[src/rtl/mnk_game_engine.sv]
// m,n,k game engine: N x N board, K-in-a-row win, sequential scan from the last stone.
// Optional move history with one-cycle undo when MNK_UNDO_EN is defined.
module mnk_game_engine #(
  parameter int N       = 3,
  parameter int K       = 3,
  parameter int COORD_W = 4
) (
  input  logic                        clk,
  input  logic                        rst,
  input  logic [COORD_W-1:0]          x_in,
  input  logic [COORD_W-1:0]          y_in,
  input  logic                        make_move,
  input  logic                        undo,
  output logic                        move_ready,
  output logic                        move_err,
  output logic                        move_done,
  output logic                        cur_player,
  output logic [1:0]                  winner,
  output logic                        tie,
  output logic [$clog2(N*N+1)-1:0]    move_count,
  output logic [2*N*N-1:0]            board
);

  localparam int NN    = N * N;
  localparam int CNT_W = $clog2(NN + 1);
  localparam int RUN_W = $clog2(K + 1);
  localparam int IW    = $clog2(2 * NN);
  localparam int HW    = (NN > 1) ? $clog2(NN) : 1;

  localparam logic [COORD_W-1:0]        N_U    = COORD_W'(N);
  localparam logic signed [COORD_W:0]   N_S    = (COORD_W + 1)'(N);
  localparam logic signed [COORD_W:0]   S_ZERO = '0;
  localparam logic signed [COORD_W:0]   S_ONE  = {{COORD_W{1'b0}}, 1'b1};
  localparam logic signed [COORD_W:0]   S_MONE = '1;
  localparam logic [RUN_W-1:0]          K_R    = RUN_W'(K);
  localparam logic [CNT_W-1:0]          NN_C   = CNT_W'(NN);

  typedef enum logic [2:0] {IDLE, SCAN_POS, SCAN_NEG, NEXT_DIR, OVER} state_t;

  state_t state_q, state_d;

  logic signed [COORD_W:0] pr_q, pc_q, cr_q, cc_q;
  logic [1:0]              dir_q;
  logic [RUN_W-1:0]        run_q;

  // Bit offset of cell (r,c) in the packed board; row 0 / column 0 sits in the top bits.
  function automatic logic [IW-1:0] cell_idx(input int r, input int c);
    return IW'(2 * (NN - 1 - (r * N + c)));
  endfunction

  logic [1:0]              pcode;
  logic signed [COORD_W:0] br, bc, dr, dc, nr, nc;
  logic                    in_bnd, step_hit, win_hit, coord_ok;
  logic [IW-1:0]           nidx, tidx;
  logic [1:0]              ncell, tcell;
  logic                    accept, reject, undo_act, undo_go, undo_bad;

  assign pcode      = cur_player ? 2'b10 : 2'b01;
  assign move_ready = (state_q == IDLE);

  always_comb begin
    br = S_ZERO;
    bc = S_ONE;
    case (dir_q)
      2'd0: begin br = S_ZERO; bc = S_ONE;  end
      2'd1: begin br = S_ONE;  bc = S_ZERO; end
      2'd2: begin br = S_ONE;  bc = S_ONE;  end
      default: begin br = S_ONE; bc = S_MONE; end
    endcase
    dr = (state_q == SCAN_NEG) ? (S_ZERO - br) : br;
    dc = (state_q == SCAN_NEG) ? (S_ZERO - bc) : bc;
    nr = cr_q + dr;
    nc = cc_q + dc;
    in_bnd = (nr >= S_ZERO) && (nr < N_S) && (nc >= S_ZERO) && (nc < N_S);
    nidx  = '0;
    ncell = 2'b00;
    if (in_bnd) begin
      nidx  = cell_idx(int'(nr), int'(nc));
      ncell = board[nidx +: 2];
    end
    step_hit = in_bnd && (ncell == pcode) && (run_q < K_R);
    win_hit  = step_hit && ((run_q + RUN_W'(1)) == K_R);
  end

  always_comb begin
    coord_ok = (x_in < N_U) && (y_in < N_U);
    tidx  = '0;
    tcell = 2'b00;
    if (coord_ok) begin
      tidx  = cell_idx(int'(x_in), int'(y_in));
      tcell = board[tidx +: 2];
    end
  end

`ifdef MNK_UNDO_EN
  logic [2*COORD_W-1:0] hist_q [NN];
  logic [2*COORD_W-1:0] pop_ent;
  logic [IW-1:0]        pidx;
  logic [1:0]           pop_code;

  assign undo_act = undo && ((state_q == IDLE) || (state_q == OVER));
  assign undo_go  = undo_act && (move_count != '0);
  assign undo_bad = undo_act && (move_count == '0);
  assign pop_ent  = hist_q[HW'(move_count - CNT_W'(1))];
  assign pidx     = cell_idx(int'(pop_ent[2*COORD_W-1:COORD_W]), int'(pop_ent[COORD_W-1:0]));
  assign pop_code = board[pidx +: 2];

  always_ff @(posedge clk) begin
    if (accept) hist_q[HW'(move_count)] <= {x_in, y_in};
  end
`else
  logic unused_undo;
  assign unused_undo = undo;
  assign undo_act    = 1'b0;
  assign undo_go     = 1'b0;
  assign undo_bad    = 1'b0;
`endif

  always_ff @(posedge clk) begin
    if (rst) state_q <= IDLE;
    else     state_q <= state_d;
  end

  always_comb begin
    state_d = state_q;
    accept  = 1'b0;
    reject  = 1'b0;
    case (state_q)
      IDLE: begin
        if (!undo_act && make_move) begin
          if (coord_ok && (tcell == 2'b00)) begin
            accept  = 1'b1;
            state_d = SCAN_POS;
          end else begin
            reject = 1'b1;
          end
        end
      end
      SCAN_POS: begin
        if (win_hit)       state_d = OVER;
        else if (!step_hit) state_d = SCAN_NEG;
      end
      SCAN_NEG: begin
        if (win_hit)       state_d = OVER;
        else if (!step_hit) state_d = NEXT_DIR;
      end
      NEXT_DIR: begin
        if (dir_q != 2'd3)           state_d = SCAN_POS;
        else if (move_count == NN_C) state_d = OVER;
        else                         state_d = IDLE;
      end
      OVER: begin
        if (undo_go)                        state_d = IDLE;
        else if (!undo_act && make_move)    reject  = 1'b1;
      end
      default: state_d = IDLE;
    endcase
  end

  always_ff @(posedge clk) begin
    if (rst) begin
      board      <= '0;
      winner     <= 2'b00;
      tie        <= 1'b0;
      cur_player <= 1'b0;
      move_count <= '0;
      move_err   <= 1'b0;
      move_done  <= 1'b0;
      pr_q       <= '0;
      pc_q       <= '0;
      cr_q       <= '0;
      cc_q       <= '0;
      dir_q      <= 2'd0;
      run_q      <= '0;
    end else begin
      move_err  <= reject | undo_bad;
      move_done <= 1'b0;
      if (accept) begin
        board[tidx +: 2] <= pcode;
        move_count       <= move_count + CNT_W'(1);
        run_q            <= RUN_W'(1);
        dir_q            <= 2'd0;
        pr_q             <= {1'b0, x_in};
        pc_q             <= {1'b0, y_in};
        cr_q             <= {1'b0, x_in};
        cc_q             <= {1'b0, y_in};
      end
`ifdef MNK_UNDO_EN
      if (undo_go) begin
        board[pidx +: 2] <= 2'b00;
        move_count       <= move_count - CNT_W'(1);
        winner           <= 2'b00;
        tie              <= 1'b0;
        cur_player       <= pop_code[1];
        move_done        <= 1'b1;
      end
`endif
      case (state_q)
        SCAN_POS, SCAN_NEG: begin
          if (step_hit) begin
            run_q <= run_q + RUN_W'(1);
            cr_q  <= nr;
            cc_q  <= nc;
            if (win_hit) begin
              winner    <= pcode;
              move_done <= 1'b1;
            end
          end else begin
            // Each half-scan restarts from the placed stone.
            cr_q <= pr_q;
            cc_q <= pc_q;
          end
        end
        NEXT_DIR: begin
          if (dir_q != 2'd3) begin
            dir_q <= dir_q + 2'd1;
            run_q <= RUN_W'(1);
          end else begin
            if (move_count == NN_C) tie <= 1'b1;
            else                    cur_player <= ~cur_player;
            move_done <= 1'b1;
          end
        end
        default: ;
      endcase
    end
  end

endmodule

[config.mk]
export PLATFORM = sky130hd
export DESIGN_NAME = mnk_game_engine
export DESIGN_NICKNAME = d
export VERILOG_FILES = /design/src/rtl/mnk_game_engine.sv
export SDC_FILE = /design/constraint.sdc
export NUM_CORES = 1
export LEC_CHECK = 0
export CAP_MARGIN = 40
export CORE_MARGIN = 8
export CORE_UTILIZATION = 29
export DETAILED_ROUTE_END_ITERATION = 8
export GPL_TIMING_DRIVEN = 0
export RECOVER_POWER = 50
export SLEW_MARGIN = 5
export SYNTH_ARGS = -nofsm -noshare
export SYNTH_HDL_FRONTEND = slang
export SYNTH_SLANG_ARGS = --single-unit
[constraint.sdc]
create_clock -name clk -period 4.74 [get_ports clk]
set_clock_uncertainty 0.05 [all_clocks]
set_input_delay 0.948 -clock clk [delete_from_list [all_inputs] [get_ports clk]]
set_output_delay 0.948 -clock clk [all_outputs]
set_load 0.05 [all_outputs]
==> results of run 1 <==
## cell type report
class                      count  area (um2)  share of cell area
inverter                      38       147.6             0.03032
buffer                        15       83.83             0.01721
clock inverter                 3       65.06             0.01336
tap                          172       215.2             0.04419
clock buffer                   5       125.1             0.02569
timing repair buffer          58       548.0              0.1125
multi-input combinational    307        2621              0.5383
sequential                    53        1064              0.2184
## state kept, by name, summed over array words and instances (netlist names), 3 cells and up
| name | flops |
|---|---|
| board | 18 |
| cc_q | 5 |
| cr_q | 5 |
| move_count | 4 |
| pc_q | 4 |
| pr_q | 4 |
| state_q | 3 |
## synth_stat cells (all sizes together) (5+ instances only)
master  count  area share
nor3        9       0.012
nand4       6       0.010
and2        6       0.010
nor2       50       0.052
nand3      16       0.022
nor4        7       0.014
or3         5      0.0086
xnor2      17       0.043
nor2b       6       0.010
clkbuf     12       0.012
mux4        6       0.037
inv        36       0.037
ha         32        0.11
dfxtp      53        0.29
a21oi      28       0.039
nand2      27       0.028
mux2i      23       0.063
o21ai       7      0.0096
## cell families after synthesis
kind of cell	Yosys count	share of synthesized area
multiplexers	33	0.1139
buffers and inverters	54	0.06368
adder cells (fa/ha/maj)	36	0.1322
AND/OR/NAND/NOR	150	0.2034
XOR/XNOR	22	0.07023
flip-flops	53	0.2919
AO/OA/AOI/OAI	66	0.1246
## power groups by stage
| stage | sequential (mW) | combinational [mW] | clock, mW |
|---|---|---|---|
| floorplan | 0.464 | 0.170 | 0 |
| global placement | 0.462 | 0.223 | 0 |
| detailed placement | 0.462 | 0.225 | 0 |
| CTS | 0.452 | 0.249 | 0.474 |
| global route | 0.453 | 0.291 | 0.490 |
| finish | 0.452 | 0.267 | 0.471 |
## stage by stage
stage / setup slack, ns / instance area [um2] / total power, mW / std cells
after detailed placement: -0.9338 / 4280 / 0.6875 / 625
after global routing: -0.4156 / 4870 / 1.233 / 651
after CTS: -0.2694 / 4737 / 1.175 / 647
final: -0.1617 / 4870 / 1.189 / 651
after floorplan: -0.1874 / 3675 / 0.6345 / 414
after global placement: -0.8794 / 4280 / 0.6845 / 625
## metal layers
metal  global-route usage  wire, um  part of all wire
met1               0.1557      4679              0.45
met2               0.2243      5282              0.50
met3              0.02995       355             0.034
met4              0.03287       153             0.015
met5                    0         0                 0
## tightest hold or removal path, cell delays in order (launching register included)
cell     delay (ns)
dfxtp_1        0.31
nand2_1        0.05
o21ai_1        0.05
## what timing repair did
item / in CTS / in global routing
setup endpoints to repair: 44 / 28
hold endpoints to repair: 0 / 0
setup buffers: 13 / 5
resized for setup: 28 / 20
cloned: 1 / 0
pin swaps: 12 / 18
## path summary, 6_finish.rpt
kind / startpoint / endpoint / slack [ns] / depth (start not counted)
setup / recovery: dir_q[1]$_SDFF_PP0_ / cc_q[1]$_SDFFE_PP0P_ / -0.16 / 21
setup reg to reg: dir_q[1]$_SDFF_PP0_ / cc_q[1]$_SDFFE_PP0P_ / -0.16 / 21
hold reg to reg: cr_q[3]$_SDFFE_PP0P_ / cr_q[3]$_SDFFE_PP0P_ / 0.41 / 2
hold / removal: cr_q[3]$_SDFFE_PP0P_ / cr_q[3]$_SDFFE_PP0P_ / 0.41 / 2
==> metrics, run 1 <==
DR iter-0 viols 166; Post-synth EDFFs 0; crit path DAT 5.06 ns; synth unique cells 62; total track usage 0.1288; final hold vios 0; I/O Buffers 39; initial antenna violation count 0; part of the power in registers 0.380; failing checks setup timing; worst-path fanout max 5; Final #Nets approximately 530; Clock transition at path regs 0.07 ns; global-route wire length before repair 17.01 mm; Site Rows around 40; Synth Cell Area around 0.0036 mm2; status complete, but fails checks; largest net degree at the start of global routing 17; P per Cell Area between 200 and 250 mW/mm2; P_leak approximately 2 nW; Avg Cell Area, Syn around 8.8 um2; Min-Delay Path Class flop to flop; Max Slew Vio Count 0; power share of the combinational group 0.224; H-Tree Depth 2; CTS Buf Count 5; Peak VDD IR between 0.00015 and 0.0002 V; hold_ws between 0.4 and 0.5 ns; ratio of cells with drive above 1 in the final layout 0.1816; Starting Density 0.2928; RSZ-0062 raised after global routing true; I/O Pins 41; CTS Hold Buffers Added 0; commonest non-fill, non-tap cell in the layout dfxtp_1; gr ovfl total 0; TritonCTS clock tree yes; worst setup margin -0.1617 ns; Via density ~5.0; Util after Layout 0.3923; #FFs+latches synth 53; Core Region between 0.01 and 0.015 mm2; P_int about 0.87 mW; Antenna diodes 0; drt first pass iters 4; Max-Cap Viols 0; root buf cell clkbuf_16; most frequent cells in the layout dfxtp_1, nor2_1, inv_1; relative slew slack 0.4403; Fill cells roughly 1.3k; final WL between 10 and 15 mm; DRC 0; syn nets about 460; Finish-stage setup viols 17; Crit path top cell by count ha_4; area delta synth->final 33.98%; crit path cell chain inv_2, ha_4, or4b_4, xnor2_4, ha_4, buf_4, mux2i_4, xnor2_2, ha_1, ha_4, fa_1, inv_1, ha_2, xnor2_2, xnor2_1, xnor3_1, xnor3_1, mux2_4, buf_8, mux2i_1, a221oi_2; die width ~130 um; Clk Latency, worst-skew pair around 0.30 ns; Final GP Congestion 0.8630; Worst Max-Slew Pin Slew 0.8380 ns; Post-Syn Instances approximately 410; WP buf/inv 4; DIE AREA between 0.015 and 0.02 mm2; crit-path leading delay family adder cells; CTS Buffer Depth 2; cell at the slowest stage of the critical path fa_1; CP max stage delay 0.54 ns; switch share 0.2693; chip height between 100 and 150 um; Clk pwr share 0.396; switching power 0.3203 mW; crit path capture type flop; f_max ~0.20 GHz; sequential area share after synthesis 0.2919; Async SR Flop Fraction 0; Tcrit/Tclk final 1.034; CP Launch Type flop; Final ANT Viol Nets 0; Crit path required time 4.89 ns; Worst Path Class, Setup flop to flop; Top FF cell, synth dfxtp_1; WL/cell 16.08 um; Via Count 3,250; Synth Warn # 0; Clock Sinks 53; Min Clock Period, post-route about 4.9 ns; DP HPWL between 7 and 8 mm; vias in the first global route around 3.3k; Setup TNS Final -1.807 ns
No activity file was read; power rests on OpenSTA's default activity.
==> run 2: changes to the inputs <==
- GPL_TIMING_DRIVEN: 0 -> 1
==> metrics, run 2 (same netlist as run 1, synthesis figures left out) <==
Final #Nets between 500 and 600; final WL roughly 10 mm; initial antenna violation count 0; Worst Max-Slew Pin Slew approximately 0.68 ns; P per Cell Area 236.4 mW/mm2; GR Util met1 0.1467; f_max about 0.21 GHz; multi-input logic area ~0.0025 mm2; P_leak between 2 and 2.5 nW; WL/cell ~15 um; Final GP Congestion around 0.86; vias in the first global route roughly 3.3k; Worst Path Class, Setup flop to flop; CTS Buffer Depth 2; ratio of cells with drive above 1 in the final layout 0.2108; Via density ~4.9; DR iter-0 viols 154; RSZ-0062 raised after global routing true; Fill cells 1,271; Core Region roughly 0.012 mm2; Min Clock Period, post-route approximately 4.8 ns; Final ANT Viol Nets 0; Peak VDD IR 0.0001506 V; CP Launch Type flop; CTS Hold Buffers Added 0; Antenna diodes 0; Power Total around 1.2 mW; relative slew slack 0.5470; Starting Density 0.2928; Largest regs board (18), cc_q (5), cr_q (5); gr ovfl total 0; largest register by flop count board; DP HPWL roughly 7.8 mm; H-Tree Depth 2; largest net degree at the start of global routing 47; Util after Layout 0.3961; I/O Pins 41; Max-Cap Viols 0; final hold vios 0; commonest non-fill, non-tap cell in the layout dfxtp_1; DRC 0; Clock Sinks 53; Via Count 3,307; placed cell area around 0.0045 mm2; crit path DAT about 5.0 ns; global-route wire length before repair between 15 and 20 mm; GR met3 Demand/Resource 0.02621; TritonCTS clock tree yes; crit path capture type flop; failing checks setup timing; total track usage 0.1254; Clk Latency, worst-skew pair about 0.29 ns; drt first pass iters 4; area delta synth->final 35.28%; worst-path fanout max 14; root buf cell clkbuf_16; max reg flops 18; Tcrit/Tclk final 1.011; Setup TNS Final -0.2366 ns; Finish-stage setup viols 8; Post-Place Worst Slack -0.3952 ns; I/O Buffers 39; chip height between 100 and 150 um; Clock transition at path regs around 0.070 ns; final instance area ~0.005 mm2; status complete, but fails checks; Site Rows 41; Min-Delay Path Class flop to flop; Crit path required time a little under 5 ns; grt met2 use 0.2293; DIE AREA between 0.015 and 0.02 mm2; GRT busiest layer met2; Max Slew Vio Count 0; most frequent cells in the layout dfxtp_1, nor2_1, buf_4; worst setup margin -0.05135 ns; die width 128.0 um; Register Area between 0.001 and 0.0015 mm2; CTS Buf Count 5
==> run 2: what timing repair did <==
action	CTS	global route
cloned	1	0
pin swaps	13	17
gates resized for setup	12	12
buffers inserted	5	3
endpoints found under the setup margin	18	28
==> run 2: where the power goes <==
group | switching (mW) | total [mW] | internal, mW | leakage, nW
clock network | 0.172 | 0.436 | 0.264 | 0.0831
registers | 0.00318 | 0.451 | 0.448 | 0.428
logic | 0.143 | 0.275 | 0.131 | 1.59
total | 0.318 | 1.16 | 0.844 | 2.11
==> run 2: per-stage QoR <==
step           hold WS, ns  std cells
2_1_floorplan       0.3751        414
3_3_place_gp        0.3857        653
3_5_place_dp        0.3980        654
4_1_cts             0.4088        668
5_1_grt             0.4351        670
6_report            0.4066        670
==> run 2: worst paths after layout <==
kind	startpoint	endpoint	slack, ns	depth (start not counted)
worst max register to register	state_q[2]$_SDFFE_PP0P_	run_q[1]$_SDFF_PP0_	-0.05	18
worst min register to register	cc_q[4]$_SDFFE_PP0P_	cc_q[4]$_SDFFE_PP0P_	0.41	2
worst max-delay path	state_q[2]$_SDFFE_PP0P_	run_q[1]$_SDFF_PP0_	-0.05	18
worst min-delay path	cc_q[4]$_SDFFE_PP0P_	cc_q[4]$_SDFFE_PP0P_	0.41	2
==> run 2: metal layers <==
layer / wire length (um) / part of all wire
met4: 84 / 0.0083
met3: 478 / 0.047
met5: 0 / 0
met2: 5205 / 0.52
met1: 4303 / 0.43
==> run 2: worst max-delay path: stages (launching register included) <==
cell and delay (ns):
dfxtp_1 0.32, buf_4 0.19, or3b_2 0.51, mux2i_1 0.28, inv_1 0.11, ha_1 0.37, xor2_2 0.28, ha_4 0.25
fa_1 0.48, inv_1 0.05, ha_2 0.17, xnor2_2 0.13, xnor2_1 0.17, xnor3_1 0.25, xnor3_2 0.28, mux2i_2 0.18
buf_4 0.18, or3_1 0.32, a21oi_1 0.14
==> run 2: area by class of cell <==
| cell class | instances | area share |
|---|---|---|
| Tap cell | 172 | 0.04377 |
| Clock inverter | 2 | 0.007634 |
| Sequential cell | 53 | 0.2163 |
| Timing Repair Buffer | 92 | 0.1651 |
| Multi-Input combinational cell | 307 | 0.5089 |
| Inverter | 38 | 0.03003 |
| Clock buffer | 6 | 0.02824 |
==> run 3: changes to the inputs <==
- CTS_CLUSTER_DIAMETER: unset -> 80
==> results of run 3 <==
Same layout as run 2: the final DEF is identical, and so are final timing and power.
